File: config.mk
export PLATFORM = sky130hd
export DESIGN_NAME = tt_islam_ihfaz_debounce
export DESIGN_NICKNAME = d
export VERILOG_FILES = /design/src/rtl/tt_islam_ihfaz_debounce.sv
export SDC_FILE = /design/constraint.sdc
export NUM_CORES = 1
export LEC_CHECK = 0
export ABC_AREA = 1
export BUFFER_PORTS_ARGS = -buffer_cell sky130_fd_sc_hd__buf_4
export CORE_MARGIN = 2
export CORE_UTILIZATION = 60
export DETAILED_ROUTE_END_ITERATION = 7
export PLACE_DENSITY = 0.79
export SLEW_MARGIN = 20
export SYNTH_ARGS = -nofsm -noshare
export SYNTH_HDL_FRONTEND = slang
export SYNTH_SLANG_ARGS = --single-unit
File: constraint.sdc
create_clock -name clk -period 3.4 [get_ports clk]
set_input_delay 1.02 -clock clk [delete_from_list [all_inputs] [get_ports clk]]
set_output_delay 1.02 -clock clk [all_outputs]
set_load 0.02 [all_outputs]
File: src/rtl/tt_islam_ihfaz_debounce.sv
`default_nettype none
// ============================================================================
// tt_islam_ihfaz_debounce : sync + debounce of raw pad inputs feeding the NAND
// Revision 1.0 : initial release
// ============================================================================
module tt_islam_ihfaz_debounce #(
  parameter int N         = 2,
  parameter int DEBOUNCE  = 1000,
  parameter int CNT_W     = 16,
  parameter bit RESET_VAL = 1'b0
) (
  input  logic         clk,
  input  logic         rst_n,
  input  logic         ena,
  input  logic [N-1:0] raw_in,
  output logic [N-1:0] clean_out,
  output logic [N-1:0] rise_pulse,
  output logic [N-1:0] fall_pulse,
  output logic         settled,
  output logic [7:0]   glitch_cnt
);

  localparam logic [CNT_W-1:0] CNT_LAST = CNT_W'(DEBOUNCE - 1);
  localparam logic [N-1:0]     RST_VEC  = {N{RESET_VAL}};

  logic [N-1:0]     sync1_q, sync1_d;
  logic [N-1:0]     s_q, s_d;
  logic [N-1:0]     clean_q, clean_d;
  logic [N-1:0]     rise_q, rise_d;
  logic [N-1:0]     fall_q, fall_d;
  logic [N-1:0]     abort;
  logic [CNT_W-1:0] cnt_q [N];
  logic [CNT_W-1:0] cnt_d [N];
  logic             settled_q, settled_d;
  logic [7:0]       glitch_q, glitch_d;

  always_comb begin
    sync1_d   = sync1_q;
    s_d       = s_q;
    clean_d   = clean_q;
    rise_d    = '0;
    fall_d    = '0;
    abort     = '0;
    settled_d = settled_q;
    glitch_d  = glitch_q;
    for (int i = 0; i < N; i++) begin
      cnt_d[i] = cnt_q[i];
    end

    if (ena) begin
      sync1_d   = raw_in;
      s_d       = sync1_q;
      settled_d = 1'b1;
      for (int i = 0; i < N; i++) begin
        if (s_q[i] != clean_q[i]) begin
          if (cnt_q[i] == CNT_LAST) begin
            clean_d[i] = s_q[i];
            cnt_d[i]   = '0;
            rise_d[i]  = s_q[i];
            fall_d[i]  = ~s_q[i];
          end else begin
            cnt_d[i] = cnt_q[i] + CNT_W'(1);
          end
        end else begin
          cnt_d[i] = '0;
          abort[i] = (cnt_q[i] != '0);
        end
        // settled looks at next-state so it rises together with a flip
        if ((cnt_d[i] != '0) || (s_d[i] != clean_d[i])) begin
          settled_d = 1'b0;
        end
        if (abort[i] && (glitch_d != 8'hFF)) begin
          glitch_d = glitch_d + 8'd1;
        end
      end
    end
  end

  always_ff @(posedge clk) begin
    if (!rst_n) begin
      sync1_q   <= RST_VEC;
      s_q       <= RST_VEC;
      clean_q   <= RST_VEC;
      rise_q    <= '0;
      fall_q    <= '0;
      settled_q <= 1'b1;
      glitch_q  <= 8'd0;
      for (int i = 0; i < N; i++) begin
        cnt_q[i] <= '0;
      end
    end else begin
      sync1_q   <= sync1_d;
      s_q       <= s_d;
      clean_q   <= clean_d;
      rise_q    <= rise_d;
      fall_q    <= fall_d;
      settled_q <= settled_d;
      glitch_q  <= glitch_d;
      for (int i = 0; i < N; i++) begin
        cnt_q[i] <= cnt_d[i];
      end
    end
  end

  assign clean_out  = clean_q;
  assign rise_pulse = rise_q;
  assign fall_pulse = fall_q;
  assign settled    = settled_q;
  assign glitch_cnt = glitch_q;

endmodule
`default_nettype wire

Yosys cells after proc, flatten, opt, wreduce, memory -nomap -nowiden

Memory sizes are Yosys's and may differ from the RTL's.
Cells that the tools add are included.

Latch bits: 0
Output and inout bits: 15
ROM bits: 0
Input bits: 5
Logic and storage cells: 62
RAM bits: 32
Bits in registers: 19
Memories kept: 1

Memories:

| name  | words | width | read ports | clocked after Yosys merged registers in | write ports | line | source |
|---|---|---|---|---|---|---|---|
| cnt_q | 2     | 16    | 2          | 0                                       | 2           | 32   | `logic [CNT_W-1:0] cnt_q [N];` |

Shift-type cells: 0
Equal/unequal tests: 8
Add/subtract/negate cells: 4
Bitwise logic cells: 4
Muxes and demuxes: 26
Divide/modulo/power cells: 0
$lt $le $gt $ge: 0
Multiply operators: 0
Reductions and logical operators: 10

Operators by type and width:

| operator                                                           | count |
|---|---|
| 16-bit 2-to-1 mux                                                  | 8 |
| 16-bit nonzero test                                                | 4 |
| 16-bit by 1-bit adder with 16-bit output (second input constant)   | 2 |
| 16-bit by 10-bit == test with 1-bit output (second input constant) | 2 |
| 32-bit 2-to-1 mux                                                  | 1 |
| 8-bit 2-to-1 mux                                                   | 3 |
| 8-bit by 1-bit adder with 8-bit output (second input constant)     | 2 |
| 8-bit inequality test (second input constant)                      | 2 |
| 1-bit 2-to-1 mux                                                   | 14 |
| 4-bit AND reduction                                                | 2 |
| 1-bit inequality test                                              | 4 |
| 1-bit logical AND                                                  | 2 |
| 1-bit logical OR                                                   | 2 |
| 1-bit inverter                                                     | 2 |
| 1-bit bitwise OR                                                   | 2 |

Logic depth before layout (Yosys ltp)

Depth after elaboration: 9
Depth in mapped cells: 19
Depth with buffers taken out: 18

Worst setup path after synthesis

No wires, ideal clock.

Kind: register to register
From: reg glitch_q[1], in the netlist glitch_cnt[1]
To: reg glitch_q[7], in the netlist glitch_cnt[7]
Setup slack: 972 ps
Buffers on the path: 1
Setup time: 109 ps
Arrival time: 2,320 ps
Cell stages (with the launch flop): 19
Cells stage by stage: dfxtp_1 -> ha_1 -> nand3_2 -> inv_2 -> nand3_4 -> nand3_4 -> buf_6 -> nand2_1 -> nand2_2 -> ha_1 -> nand3_2 -> nor2_4 -> nand3_4 -> nand2_4 -> inv_2 -> nand2_1 -> nand3_1 -> nand2_1 -> inv_1

Cells in the longest elaborated chain, start to end: 7
Elaborated cells on any way between the ends: 9
Those cells by class: add/sub (2); eq/ne (2); mux (3); reduce/logical (2)

RTL lines:

| element                                                                                        | line | source |
|---|---|---|
| from (decl)                                                                                    | 35   | `logic [7:0] glitch_q, glitch_d;` |
| from (signal assigned)                                                                         | 98   | `glitch_q <= glitch_d;` |
| parallel branches: the longest is 2 deep, another holds 8-bit by 1-bit adder with 8-bit output | -    |  |
| 8-bit 2-to-1 mux (*)                                                                           | 72   | `if (abort[i] && (glitch_d != 8'hFF)) begin` |
| 8-bit 2-to-1 mux (*)                                                                           | 50   | `if (ena) begin` |
| parallel branches: the longest is 2 deep, another holds 8-bit by 1-bit adder with 8-bit output | -    |  |
| 8-bit 2-to-1 mux (*)                                                                           | 72   |  |

Every way passes the cells marked *. The select of a mux whose other input is x is not followed.
A chain may end at the register's enable or synchronous reset.

Final worst setup path

Same ends and word-level chain as after synthesis.

==> impl_metrics.json <==
{
  "grt_overflow_total": 0,
  "dpl.hpwl_um": 6050,
  "ioPinCount": 20,
  "power-per-cell-area_mw_per_mm2": 398,
  "worstPathCellList": "ha_1 -> nand3_2 -> inv_2 -> nand3_4 -> nand3_4 -> nand2_1 -> nand2_2 -> ha_1 -> nand3_2 -> nor2_4 -> nand3_4 -> nand2_4 -> inv_2 -> nand2_1 -> nand3_1 -> nand2_1 -> inv_1",
  "synthesis.yosys.warnings": 0,
  "use_met2_pct": 44.9,
  "fin_crit_sh_pct": 74.1,
  "fin_crit_ns": 2.52,
  "critical_path.max_fanout": 11,
  "grt_start_max_net_pins": 66,
  "tritoncts.num_buffers": 5,
  "h-tree-depth": 2,
  "setup_total_negative_slack_ns": 0,
  "setup_violations": 0,
  "route.detailed.vias_per_inst": 5.61,
  "globalplace.congestion": 0.932,
  "final_core_util_pct": 67.2,
  "path_buf_inv": 3,
  "num_rows": 27,
  "die-height_um": 79.4,
  "tritoncts": "done",
  "fraction_of_layout_instances_using_a_drive_strength_above_1_pct": 12.0,
  "count_of_flip_flops_with_a_built_in_enable_after_synthesis": 0,
  "fmax_mhz": 397,
  "number_of_global_route_vias_before_repair": 3212,
  "initialDrtViolationCount": 294,
  "core_area_mm2": 0.00551,
  "synth-async-reset-ratio_pct": 0,
  "cts-resized-gates": 0,
  "finalHoldViolations": 0,
  "cts_sinks": 51,
  "use_met3_pct": 3.86,
  "crit_path_top_delay_cell": "dfxtp_1",
  "crit_type": "reg -> reg",
  "detail_route.first_pass.iterations": 5,
  "num-nets-final": 562,
  "detailroute.via_count": 3502,
  "clk_path_buf_depth": 2,
  "crit_path_largest_cell_delay_ns": 0.45,
  "cts_root_buffer": "clkbuf_8",
  "crit_required_ns": 3.61,
  "area_used_by_multi_input_combinational_logic_mm2": 0.00204,
  "max_slew.worst_pin.slew_ns": 0.663,
  "cts_hold_buffers": 0,
  "die_x_um": 79.4,
  "grt_usage_pct": 27.3,
  "first_pass_grt_wire_length_um": 14100,
  "fill_cell_count": 499,
  "final-max-slew-violation-count": 0,
  "maxSlewHeadroom_pct": 55.6,
  "postCtsSetupRepairBufs": 0,
  "power.static_leakage_uw": 0.00168,
  "critical_path_arrival_ns": 2.73,
  "syn-cell-area_mm2": 0.00341,
  "ys_types": 40,
  "post_synth.cell_area_avg_um2": 6.33,
  "class_of_the_tightest_hold_or_removal_check": "reg -> reg",
  "post-route-drc-count": 0,
  "layout.area.seq_mm2": 0.00102,
  "port_buffers": 19,
  "floorplan.initialDensity_pct": 61.9,
  "wl_per_cell_um": 13.0,
  "use_met1_pct": 36.9,
  "status": "finished, final reports clean",
  "setup_slack_ns": 0.880,
  "postSynthNetCount": 549,
  "yosysSeqAreaShare_pct": 30.0,
  "skew_ns": 0.00931,
  "synth_flop_cell": "dfxtp_1",
  "grt_setup_unrepaired": "false",
  "antenna_found_initial": 0,
  "clock_latency_ns": 0.31,
  "timing.critical_path.to_type": "flop",
  "synth.ff_latch_count": 51,
  "die-area_mm2": 0.00630,
  "antenna_cells_inserted": 0,
  "area_growth_syn_to_layout_pct": 8.67,
  "busiest_layer": "met2",
  "ant_nets": 0,
  "clk_slew_on_worst_s_h_paths_ns": 0.10,
  "syn_inst": 538,
  "report.power.total_uw": 1470,
  "setup.worst_path.start_class": "flop",
  "maxCapViolations": 0,
  "dp_worst_setup_slack_ns": 0.935,
  "worst_ir_drop_vdd_uv": 221,
  "crit_family": "simple AND/OR/NAND/NOR gates",
  "wl_um": 8140
}
==> placed cells by master (no fill, tap or decap), drive strengths merged <==
master and count:
inv 73, clkbuf 5, o21ai 47, nor3 12, a31o 1, dfxtp 51
xor2 5, clkinv 2, nand2 136, bufinv 1, or2 3, nand3b 2
a211oi 1, a21oi 45, nand3 60, ha 6, a41oi 1, nand4 19
nor4 3, a31oi 2, nor2 52, xnor2 2, nor3b 1, and2 1
buf 21
==> routing by layer <==
layer  vias to the layer above  share of wire, %
li1                       1795                 -
met1                      1611                48
met2                        86                47
met3                        10               4.3
met4                         0               1.2
met5                         -                 0
==> synth_stat cells, types with 2 or more instances <==
| cell type | n | area share [%] |
|---|---|---|
| nor2_2 | 2 | 0.37 |
| dfxtp_1 | 51 | 30 |
| nand3_2 | 2 | 0.59 |
| o21ai_0 | 46 | 6.8 |
| nand4_1 | 19 | 3.5 |
| nor2_4 | 4 | 1.3 |
| inv_1 | 66 | 7.3 |
| buf_1 | 2 | 0.22 |
| inv_2 | 5 | 0.55 |
| nand2_2 | 9 | 1.7 |
| nor4_1 | 3 | 0.55 |
| nor2_1 | 46 | 5.1 |
| xor2_1 | 5 | 1.3 |
| a21oi_1 | 43 | 6.3 |
| nand3_4 | 3 | 1.5 |
| or2_2 | 3 | 0.55 |
| clkbuf_1 | 10 | 1.1 |
| a31oi_1 | 2 | 0.37 |
| nand2_4 | 2 | 0.66 |
| nand2_1 | 125 | 14 |
| nor3_1 | 11 | 1.6 |
| ha_1 | 6 | 2.2 |
| nand3b_1 | 2 | 0.44 |
| nand3_1 | 55 | 8.1 |
==> power by group <==
| group | internal, uW | total [uW] | switching (uW) | leakage, uW |
|---|---|---|---|---|
| clock network | 223 | 440 | 217 | 0.0000587 |
| registers | 631 | 673 | 42.1 | 0.000419 |
| logic | 121 | 362 | 241 | 0.00120 |
| total | 975 | 1470 | 499 | 0.00168 |
==> cell families (layout without fill, tap and decap cells) <==
family	count (synthesis)	in the layout	share of synthesized area, %
compound gates	97	97	15.3
xor+xnor	7	7	2.02
fa+ha+maj	6	6	2.20
buf+inv	88	102	10.1
flops	51	51	30.0
simple gates	289	289	40.4
==> worst reg2reg max path, cell delays in order, from the launching register on <==
cell and delay, ns:
dfxtp_1 0.45, ha_1 0.24, nand3_2 0.12, inv_2 0.11, nand3_4 0.11, nand3_4 0.19, nand2_1 0.09, nand2_2 0.10
ha_1 0.21, nand3_2 0.11, nor2_4 0.14, nand3_4 0.13, nand2_4 0.13, inv_2 0.05, nand2_1 0.06, nand3_1 0.06
nand2_1 0.09, inv_1 0.04
==> state kept, by name, summed over array words and instances, names as in the netlist <==
name,flops
cnt_q,32
glitch_cnt,8
clean_out,2
fall_pulse,2
rise_pulse,2
s_q,2
sync1_q,2
settled,1
==> final timing paths <==
kind | startpoint | endpoint | slack (ns) | cells after the start
worst max-delay path | glitch_cnt[1] | glitch_cnt[7] | 0.88 | 17
worst min register to register | sync1_q[0] | s_q[0] | 0.50 | 2
worst max register to register | glitch_cnt[1] | glitch_cnt[7] | 0.88 | 17
worst min-delay path | sync1_q[0] | s_q[0] | 0.50 | 2
==> layout make-up <==
class | instances | area share [%]
timing repair buffer | 21 | 4.26
clock inverter | 3 | 1.28
sequential | 51 | 27.6
tap | 72 | 2.43
clock buffer | 5 | 1.86
multi-input combinational | 399 | 55.1
inverter | 73 | 7.47
==> through the flow <==
stage	hold WS (ns)	std cells	instance area, um^2
2_1_floorplan	0.458	538	3410
3_3_place_gp	0.475	616	3590
3_5_place_dp	0.483	616	3590
4_1_cts	0.504	624	3700
5_1_grt	0.532	624	3700
6_report	0.502	624	3700
(Power assumes the default switching activity.)
